$ cat src/rtl/pipe_csel_adder_pkg.sv
// Shared constants and helpers for the pipelined carry-select adder.
package pipe_csel_adder_pkg;

    // Default operand width and carry-select block width.
    localparam int DEF_WIDTH = 32;
    localparam int DEF_BLK   = 8;

    // Operation encoding of the op_sub input.
    typedef enum logic {
        OP_ADD = 1'b0,
        OP_SUB = 1'b1
    } op_e;

    // Number of carry-select blocks across the operand.
    function automatic int calc_nblk(input int width, input int blk);
        return width / blk;
    endfunction

endpackage

$ cat src/rtl/pipe_csel_adder_csel_block.sv
// Combinational BLK-bit adder slice producing both carry-select candidates:
// one assuming a carry-in of 0 and one assuming a carry-in of 1.
module csel_block
    import pipe_csel_adder_pkg::*;
#(
    parameter int BLK = DEF_BLK
) (
    input  logic [BLK-1:0] i_a,
    input  logic [BLK-1:0] i_b,
    output logic [BLK-1:0] o_sum0,
    output logic           o_c0,
    output logic [BLK-1:0] o_sum1,
    output logic           o_c1
);

    // Candidate for a block carry-in of 0.
    assign {o_c0, o_sum0} = {1'b0, i_a} + {1'b0, i_b};

    // Candidate for a block carry-in of 1.
    assign {o_c1, o_sum1} = {1'b0, i_a} + {1'b0, i_b} + {{BLK{1'b0}}, 1'b1};

endmodule

$ cat src/rtl/pipe_csel_adder.sv
// Two-stage pipelined carry-select adder/subtractor with valid/ready
// handshakes on both sides.
// Stage 1 registers the per-block candidate sums/carries (block 0 already
// resolved with the effective carry-in). Stage 2 ripples the select carry
// across the blocks and registers s, cout and ov.
module pipe_csel_adder
    import pipe_csel_adder_pkg::*;
#(
    parameter int WIDTH = DEF_WIDTH,
    parameter int BLK   = DEF_BLK
) (
    input  logic             clk,
    input  logic             rst_n,
    input  logic             in_valid,
    output logic             in_ready,
    input  logic [WIDTH-1:0] a,
    input  logic [WIDTH-1:0] b,
    input  logic             cin,
    input  logic             op_sub,
    output logic             out_valid,
    input  logic             out_ready,
    output logic [WIDTH-1:0] s,
    output logic             cout,
    output logic             ov
);

    localparam int NBLK = calc_nblk(WIDTH, BLK);

    // Reject geometries the block structure cannot represent.
    generate
        if ((BLK < 2) || ((WIDTH % BLK) != 0)) begin : g_param_check
            $error("pipe_csel_adder: WIDTH must be a multiple of BLK and BLK must be >= 2");
        end
    endgenerate

    // ------------------------------------------------------------------
    // Operand conditioning
    // ------------------------------------------------------------------
    logic             w_is_sub;
    logic [WIDTH-1:0] w_effb;
    logic             w_effc;

    // Subtraction is a + ~b + 1, so cin is ignored for op_sub=1.
    assign w_is_sub = (op_sub == OP_SUB);
    assign w_effb   = w_is_sub ? ~b : b;
    assign w_effc   = w_is_sub ? 1'b1 : cin;

    // ------------------------------------------------------------------
    // Handshake
    // ------------------------------------------------------------------
    logic r_v1;
    logic r_v2;
    logic w_in_ready;
    logic w_in_fire;
    logic w_xfer12;

    // Stage 1 can take new data when empty, or when its content will move on.
    assign w_in_ready = !r_v1 || !r_v2 || out_ready;
    assign w_in_fire  = in_valid && w_in_ready;
    // Stage 1 content moves into stage 2 when stage 2 is empty or draining.
    assign w_xfer12   = r_v1 && (!r_v2 || out_ready);

    // ------------------------------------------------------------------
    // Candidate generation (combinational) for every block
    // ------------------------------------------------------------------
    logic [WIDTH-1:0] w_sum0;
    logic [WIDTH-1:0] w_sum1;
    logic [NBLK-1:0]  w_c0;
    logic [NBLK-1:0]  w_c1;
    logic [BLK-1:0]   w_blk0_sum;
    logic             w_blk0_c;

    // Stage-1 registers shared by all blocks.
    logic [BLK-1:0]   r_blk0_sum;
    logic             r_blk0_c;
    logic             r_sign_a;
    logic             r_sign_b;

    // Stage-2 select network.
    logic [WIDTH-1:0] w_sel_sum;
    logic [NBLK:1]    w_carry;      // w_carry[k] is the carry into block k

    genvar gi;
    generate
        for (gi = 0; gi < NBLK; gi++) begin : g_blk
            csel_block #(
                .BLK(BLK)
            ) u_csel (
                .i_a    (a[gi*BLK +: BLK]),
                .i_b    (w_effb[gi*BLK +: BLK]),
                .o_sum0 (w_sum0[gi*BLK +: BLK]),
                .o_c0   (w_c0[gi]),
                .o_sum1 (w_sum1[gi*BLK +: BLK]),
                .o_c1   (w_c1[gi])
            );

            if (gi == 0) begin : g_lsb
                // Block 0 knows its carry-in already, so its result is final
                // after stage 1 and only feeds the select chain.
                assign w_sel_sum[BLK-1:0] = r_blk0_sum;
                assign w_carry[1]         = r_blk0_c;
            end else begin : g_upper
                logic [BLK-1:0] r_sum0;
                logic [BLK-1:0] r_sum1;
                logic           r_c0;
                logic           r_c1;

                // Capture both candidates of this block on an input transfer.
                always_ff @(posedge clk or negedge rst_n) begin
                    if (!rst_n) begin
                        r_sum0 <= '0;
                        r_sum1 <= '0;
                        r_c0   <= 1'b0;
                        r_c1   <= 1'b0;
                    end else if (w_in_fire) begin
                        r_sum0 <= w_sum0[gi*BLK +: BLK];
                        r_sum1 <= w_sum1[gi*BLK +: BLK];
                        r_c0   <= w_c0[gi];
                        r_c1   <= w_c1[gi];
                    end
                end

                // The incoming carry picks this block's candidate and carry-out.
                assign w_sel_sum[gi*BLK +: BLK] = w_carry[gi] ? r_sum1 : r_sum0;
                assign w_carry[gi+1]            = w_carry[gi] ? r_c1   : r_c0;
            end
        end
    endgenerate

    // Resolve block 0 with the effective carry-in before registering.
    assign w_blk0_sum = w_effc ? w_sum1[BLK-1:0] : w_sum0[BLK-1:0];
    assign w_blk0_c   = w_effc ? w_c1[0]         : w_c0[0];

    // ------------------------------------------------------------------
    // Stage 1
    // ------------------------------------------------------------------

    // Stage-1 valid: set on accept, cleared when its content moves on.
    always_ff @(posedge clk or negedge rst_n) begin
        if (!rst_n) begin
            r_v1 <= 1'b0;
        end else if (w_in_fire) begin
            r_v1 <= 1'b1;
        end else if (w_xfer12) begin
            r_v1 <= 1'b0;
        end
    end

    // Capture block 0 result and operand sign bits on an input transfer.
    always_ff @(posedge clk or negedge rst_n) begin
        if (!rst_n) begin
            r_blk0_sum <= '0;
            r_blk0_c   <= 1'b0;
            r_sign_a   <= 1'b0;
            r_sign_b   <= 1'b0;
        end else if (w_in_fire) begin
            r_blk0_sum <= w_blk0_sum;
            r_blk0_c   <= w_blk0_c;
            r_sign_a   <= a[WIDTH-1];
            r_sign_b   <= w_effb[WIDTH-1];
        end
    end

    // ------------------------------------------------------------------
    // Stage 2
    // ------------------------------------------------------------------
    logic [WIDTH-1:0] r_s;
    logic             r_cout;
    logic             r_ov;

    // Stage-2 valid: set when stage 1 moves in, cleared when drained.
    always_ff @(posedge clk or negedge rst_n) begin
        if (!rst_n) begin
            r_v2 <= 1'b0;
        end else if (w_xfer12) begin
            r_v2 <= 1'b1;
        end else if (out_ready) begin
            r_v2 <= 1'b0;
        end
    end

    // Register the selected result; held untouched while stalled.
    always_ff @(posedge clk or negedge rst_n) begin
        if (!rst_n) begin
            r_s    <= '0;
            r_cout <= 1'b0;
            r_ov   <= 1'b0;
        end else if (w_xfer12) begin
            r_s    <= w_sel_sum;
            r_cout <= w_carry[NBLK];
            r_ov   <= (r_sign_a == r_sign_b) && (w_sel_sum[WIDTH-1] != r_sign_a);
        end
    end

    assign in_ready  = w_in_ready;
    assign out_valid = r_v2;
    assign s         = r_s;
    assign cout      = r_cout;
    assign ov        = r_ov;

endmodule
$ cat config.mk
export PLATFORM = sky130hd
export DESIGN_NAME = pipe_csel_adder
export DESIGN_NICKNAME = d
export VERILOG_FILES = /design/src/rtl/pipe_csel_adder_pkg.sv /design/src/rtl/pipe_csel_adder_csel_block.sv /design/src/rtl/pipe_csel_adder.sv
export SDC_FILE = /design/constraint.sdc
export NUM_CORES = 1
export LEC_CHECK = 0
export CAP_MARGIN = 10
export CORE_ASPECT_RATIO = 0.9
export CORE_UTILIZATION = 54
export DETAILED_ROUTE_END_ITERATION = 8
export PLACE_DENSITY = 0.89
export SLEW_MARGIN = 0
export SYNTH_ARGS = -nofsm -noshare
export SYNTH_HDL_FRONTEND = slang
export SYNTH_SLANG_ARGS = --single-unit
$ cat constraint.sdc
create_clock -name clk -period 3.14 [get_ports clk]
set_clock_uncertainty 0.2 [all_clocks]
set_input_delay 0.471 -clock clk [delete_from_list [all_inputs] [get_ports clk]]
set_output_delay 0.471 -clock clk [all_outputs]
set_load 0.1 [all_outputs]
* Yosys cells after proc, flatten, opt, wreduce, memory -nomap -nowiden
Cells that the tools add are included.
W data, S select, Z words.
** Cells by class
- $add $sub $neg :: 8
- Equal/unequal tests :: 2
- Mux-type cells :: 14
- Bitwise logic cells :: 1
- Reduce and logical (&&, ||, !) cells :: 10
** Operator list (count)
- $add A8 B8 Y9 :: 4
- $add A9 B1 Y9 const B :: 4
- $mux W32 :: 1
- $mux W8 :: 4
- $not A32 Y32 :: 1
- $mux W1 :: 9
- $reduce_bool A2 Y1 :: 2
- $logic_and A1 B1 Y1 :: 3
- $logic_or A1 B1 Y1 :: 3
- $logic_not A1 Y1 :: 2
- $eq A1 B1 Y1 :: 1
- $ne A1 B1 Y1 :: 1
** Word-level totals
- Register bits :: 101
- Bits of input ports :: 70
- Output and inout port bits :: 36
- Word-level logic and storage cells :: 56

* Logic depth before layout (Yosys ltp)
Gate-level depths: netlist (run 1).
- Depth in word-level cells :: 5
- Gate-level depth with buffers :: 13
- Mapped depth without buffers :: 11

* Hierarchy
A second synthesis (run 1) with hierarchy kept.
** Second synthesis, totals
- Cells, all modules :: 558
- Area total of the unflattened synthesis :: 6164.7 µm²
** Modules (own cells, without submodules)
- pipe_csel_adder :: times used 1, cells each 334, area each 4393.0 µm²
- csel_block (g_blk[0].u_csel ...) :: times used 3, cells each 56, area each 441.7 µm²
- csel_block (g_blk[1].u_csel) :: times used 1, cells each 56, area each 446.7 µm²

* Worst setup path before layout (run 1)
Ideal clock, no wire load.
- Path kind :: input port to flip-flop
- Start :: input port op_sub
- End :: register g_blk[3].g_upper.r_c1
- Setup time :: 82 ps
- Data arrival time :: 3562 ps
- Required time :: 2858 ps
- Slack :: -704 ps
- Cell stages on the path :: 12
- Path buffers :: 2
- Path through :: clkbuf_1 -> buf_1 -> xor2_1 -> ha_1 -> inv_1 -> fa_1 -> nand2b_1 -> a2111oi_4 -> a211oi_2 -> or3_1 -> or4_1 -> a31oi_1
** Between the ends
- Cells in the longest elaborated chain, start to end :: 3
** Ends and longest elaborated chain
- from (decl) :: line pipe_csel_adder.sv:19 : input logic op_sub,
- $mux W32 :: line pipe_csel_adder.sv:45 : assign w_effb = w_is_sub ? ~b : b;
- $add A8 B8 Y9 :: line pipe_csel_adder_csel_block.sv:20 : assign {o_c1, o_sum1} = {1'b0, i_a} + {1'b0, i_b} + {{BLK{1'b0}}, 1'b1};
- $add A9 B1 Y9 :: line pipe_csel_adder_csel_block.sv:20
- to (signal assigned) :: line pipe_csel_adder.sv:119 : r_c1 <= w_c1[gi];
- to (decl) :: line pipe_csel_adder.sv:106 : logic r_c1;
Every way passes these cells.
A chain may end at the register's enable or synchronous reset.

* Worst setup path in the final report (run 1)
- Start :: input port b[24]
- End :: register g_blk[3].g_upper.r_c1
** Between the ends
- Cells in the longest elaborated chain, start to end :: 4
** Ends and longest elaborated chain
- from (decl) :: line pipe_csel_adder.sv:17 : input logic [WIDTH-1:0] b,
- $not A32 Y32 :: line pipe_csel_adder.sv:45
- $mux W32 (*) :: line pipe_csel_adder.sv:45
- $add A8 B8 Y9 (*) :: line pipe_csel_adder_csel_block.sv:20
- $add A9 B1 Y9 (*) :: line pipe_csel_adder_csel_block.sv:20
Mark *: on every way between the ends. The rest lies on a longest branch, timed or not.

==> flow_results.org, run 1 <==
** Run status
- Outcome :: finished clean

** Placed design
- Buffers on Ports :: 105
- After legalization and detailed placement, the total HPWL measured 12200 um.
- Cell Area, Placed :: 8030 um^2
- Final weighted congestion in routability-driven placement :: 0.855

** Worst setup path
- Required time of the worst setup path :: 3220 ps
- Endpoint arrival time on the critical path :: 3170 ps
- Critical Setup Path Class :: input pin to flop
- Slowest cell on the critical path :: clkdlybuf4s50_1
- Cell Chain, Critical Path :: clkdlybuf4s50_1 > xor2_1 > ha_2 > inv_1 > fa_2 > nand2b_4 > a2111oi_4 > a211oi_2 > or3_1 > or4_1 > a31oi_1
- STA classifies the critical path endpoint as a flop.
- Combined buffer and inverter count along the critical path :: 2
- The worst setup path is launched from an input pin.
- Cell family with most CP delay :: simple AND/OR/NAND/NOR gates
- Peak per-stage delay on the critical path :: 470 ps
- Maximum fanout along the worst path :: 3

** Synth
- The cell count after synthesis came out at 688.
- Fraction of the mapped netlist area in simple logic gates :: 17.3%
- The synthesized netlist devotes 10.8% of its cell area to XOR and XNOR gates.
- Synthesis inferred 101 register bits.
- The synthesized design contains 0 enable-type register cells.
- Synthesis produced a netlist with a net count of 799.
- The synthesized netlist devotes 13.7% of its cell area to compound gates.
- Warning count from the yosys run :: 0
- Arithmetic-cell share of the synthesized area counting full adders, half adders and majority gates :: 8.56%
- Count of different cell masters after synthesis :: 61
- Largest area contributor in the netlist :: dfrtp_1
- Fraction of synthesis flops using an asynchronous set or reset pin :: 100%
- Main combinational cell family by area after synthesis :: simple AND/OR/NAND/NOR gates
- Share of Yosys cell area claimed by the top area cell type :: 39.8%
- The most used flip-flop cell after synthesis is dfrtp_1.
- Summed instance area of the synthesized netlist :: 6340 um^2
- After synthesis, the mean cell area works out to 9.22 um^2.
- Top cells by area in the synthesized netlist :: dfrtp_1 (40%), nand2_1 (7.6%), ha_1 (7.3%), xor2_1 (6.5%), o21ai_0 (5.8%)
- In the synthesized netlist, mux cells make up 6.21% of the area.
- Sequential elements use 39.8% of the synthesized area.

** Pwr
- Clock group share of total power :: 15.4%
- Largest vdd supply drop :: 0.000380 V
- The share of total power dissipated in combinational logic is 54.7%.
- Static leakage :: 3.97 nW
- Dividing total power by cell area gives a power density of 786 nW/um^2.
- The completed layout was analyzed and its total power is 6.60 mW.
- Internal power of the cells :: 3.44 mW
- Net switching is 47.9% of the power.
- Of the total power, registers draw 30.0%.
- Summed over all nets, the switching power comes to 3.16 mW.

** Detailed routing
- After detailed routing, the total wire length is 16200 um.
- The pre-antenna-repair detailed-routing pass consisted of 5 iterations.
- Per-cell routed wire length :: 15.9 um
- In the routed layout, each cell is associated on average with a via count of 5.62.
- In the routed design, unresolved DRC markers number 0.
- The first routing iteration left 465 violations.
- The final route contains 5718 vias.
- Remaining antenna violation count :: 0

** Layout
- Total Nets Final :: 968
- Area added between synthesis and finish :: 32.4%
- Of the cells placed in the final design, the portion with a size suffix greater than 1 is 20.6%.
- Across the whole layout, storage elements account for 2530 um^2.
- Cell area after layout :: 8400 um^2
- End-of-flow core utilization :: 73.4%
- Fill cells in the final layout number 763.
- The repair_antennas step left the layout with diodes totalling 0.
- Summing all multi-input logic gate instances after layout gives 3710 um^2.

** Timing
- The worst pin sits at a relative slew slack of 39.5%.
- Hold violation count in the final report :: 0
- Slew @ Worst Pin :: 907 ps
- Fin crit period :: 3090 ps
- Of the available clock period, the critical path in the final layout requires 98.3%.
- Unrepaired setup endpoints after global routing :: yes
- Final-layout setup total negative slack :: 0 ps
- Slew Limit Fails :: 0
- Max frequency :: 0.324 GHz
- Setup violations remaining at the end of the flow were counted as 0.

** Die
- After floorplanning, the core was sized to cover 11400 um^2.
- For this configuration, the core starts out at a cell density of 55.5%.
- Num rows :: 37
- Boundary Pins :: 106
- Y dimension of the die :: 105 um
- DIE AREA :: 12200 um^2
- The die is 116 um wide.

** Global routing
- The via count of the first global-routing pass was 5574.
- Grt total ovfl :: 0
- The number of antenna violations at the first check in global routing came to 0.
- Wire length of the first global-routing pass :: 26200 um
- Entering global routing, the biggest net connects 76 pins.
- For this run, the total global-route usage over all layers was measured as 27.4%.

** Clocking
- No sink is reached through more buffers than the 2 on the longest clock path.
- Num CTS Buffers :: 9
- The H-tree generated during clock tree synthesis spans 3 levels.
- The clock net in this run drives a total of 101 sinks.
- Clock latency of the later-clocked register in the worst-skew pair :: 350 ps
- Post-cts hold buffer count :: 0
- The tree is rooted in a clkbuf_16.
- Clock-pin slew was measured on the worst setup and hold paths at 70 ps.
- TritonCTS built the clock tree.

** Hold path
- Min-delay worst type :: input pin to async pin

** Run
- The tool flagged a number of max-cap violations equal to 0.
## cells in the mapped netlist, types with 5 or more instances
| cell type | number |
|---|---|
| inv_1 | 26 |
| nand2_1 | 129 |
| a21o_1 | 8 |
| clkbuf_1 | 20 |
| nor2b_1 | 5 |
| mux2_2 | 9 |
| o21ai_0 | 73 |
| nand2b_1 | 8 |
| a31oi_1 | 6 |
| buf_1 | 5 |
| nand3_1 | 15 |
| mux2i_1 | 27 |
| nand4_1 | 5 |
| nor3_1 | 12 |
| and2_1 | 5 |
| a21oi_1 | 15 |
| ha_1 | 37 |
| dfrtp_1 | 101 |
| xnor2_1 | 26 |
| xor2_1 | 47 |
| and3_1 | 5 |
| nor2_1 | 31 |
## power by group through the flow
stage / clock, mW / sequential (mW) / combinational (mW)
detailed placement: 0 / 1.99 / 3.51
CTS: 1.02 / 1.97 / 3.55
global placement: 0 / 1.95 / 3.40
finish: 1.02 / 1.98 / 3.61
global route: 1.07 / 2.02 / 3.82
floorplan: 0 / 3.23 / 1.22
## cells in the final DEF (no fill, tap or decap), types with 3 or more instances in the layout
cell / instances
nand2_1: 128
buf_4: 117
dfrtp_1: 100
o21ai_0: 71
clkdlybuf4s50_1: 66
xor2_1: 45
ha_1: 34
nor2_1: 31
mux2i_1: 27
inv_1: 25
xnor2_1: 24
nand3_1: 15
nor3_1: 12
a21oi_1: 12
mux2_2: 9
clkbuf_16: 9
a21o_1: 8
nand2b_1: 6
a31oi_1: 6
nand4_1: 5
and2_1: 5
and3_1: 5
nand3b_1: 4
o211ai_1: 4
nor2b_1: 4
or2_2: 3
o21a_1: 3
a211oi_1: 3
or4_1: 3
nand4b_1: 3
a211o_1: 3
ha_2: 3
## layout make-up
class / count / area share (%)
inverter: 26 / 1.16
timing repair buffer: 187 / 19.0
clock inverter: 4 / 0.298
multi-input combinational: 532 / 44.2
clock buffer: 11 / 2.89
tap: 156 / 2.32
sequential: 101 / 30.1
## through the flow
| stage | std cells | hold slack, ps | setup WS, ps |
|---|---|---|---|
| after floorplan | 688 | -24.6 | -198 |
| after global placement | 998 | 258 | -390 |
| after detailed placement | 998 | 263 | -484 |
| after CTS | 1013 | 86.0 | 0.867 |
| after global routing | 1017 | 141 | -76.7 |
| final | 1017 | 59.2 | 52.5 |
## flip-flops by register name (all words and copies together) (netlist names)
| signal | count |
|---|---|
| r_sign_b | 1 |
| r_sign_a | 1 |
| ov | 1 |
| r_v1 | 1 |
| r_blk0_c | 1 |
| cout | 1 |
| g_blk.g_upper.r_c0 | 3 |
| g_blk.g_upper.r_sum1 | 24 |
| out_valid | 1 |
| s | 32 |
| g_blk.g_upper.r_c1 | 3 |
| g_blk.g_upper.r_sum0 | 24 |
| r_blk0_sum | 8 |
## cells by family after synthesis
logic type,Yosys count
fa+ha+maj,41
flops,101
buf+inv,55
xor+xnor,75
compound gates,139
mux,37
simple gates,240
## metal layers
metal  part of all wire, %  wire [um]  GRT usage (%)  up-vias
met2                    49       7870           45.0      229
met4                   1.9        303           9.34        0
met3                   5.2        842           2.96       33
met5                     0          0              0        -
met1                    44       7170           37.3     2750
li1                      -          -              -     2706
## worst paths after layout
path | slack (ps) | cells past startpoint | start | endpoint
min in group clk | 280 | 2 | r_blk0_sum[6]$_DFFE_PN0P_ | r_blk0_sum[6]$_DFFE_PN0P_
max | 50 | 11 | b[24] | g_blk[3].g_upper.r_c1$_DFFE_PN0P_
max reg2reg | 660 | 7 | r_blk0_c$_DFFE_PN0P_ | ov$_DFFE_PN0P_
min reg2reg | 280 | 2 | r_blk0_sum[6]$_DFFE_PN0P_ | r_blk0_sum[6]$_DFFE_PN0P_
max in group asynchronous | 1920 | 2 | rst_n | r_blk0_sum[1]$_DFFE_PN0P_
min | 60 | 1 | rst_n | s[9]$_DFFE_PN0P_
## what timing repair did
action                                  4_1_cts  5_1_grt
pin swaps                                     4       13
gates resized for setup                       2       14
setup buffers                                 0        4
endpoints found under the setup margin        3        8
No activity file was read; power rests on OpenSTA's default activity.
==> run 2: changes to the inputs <==
Settings changed: CTS_CLUSTER_SIZE from default to 25.
==> results of run 2 <==
Final layout, timing and power as in run 1 (identical DEF).
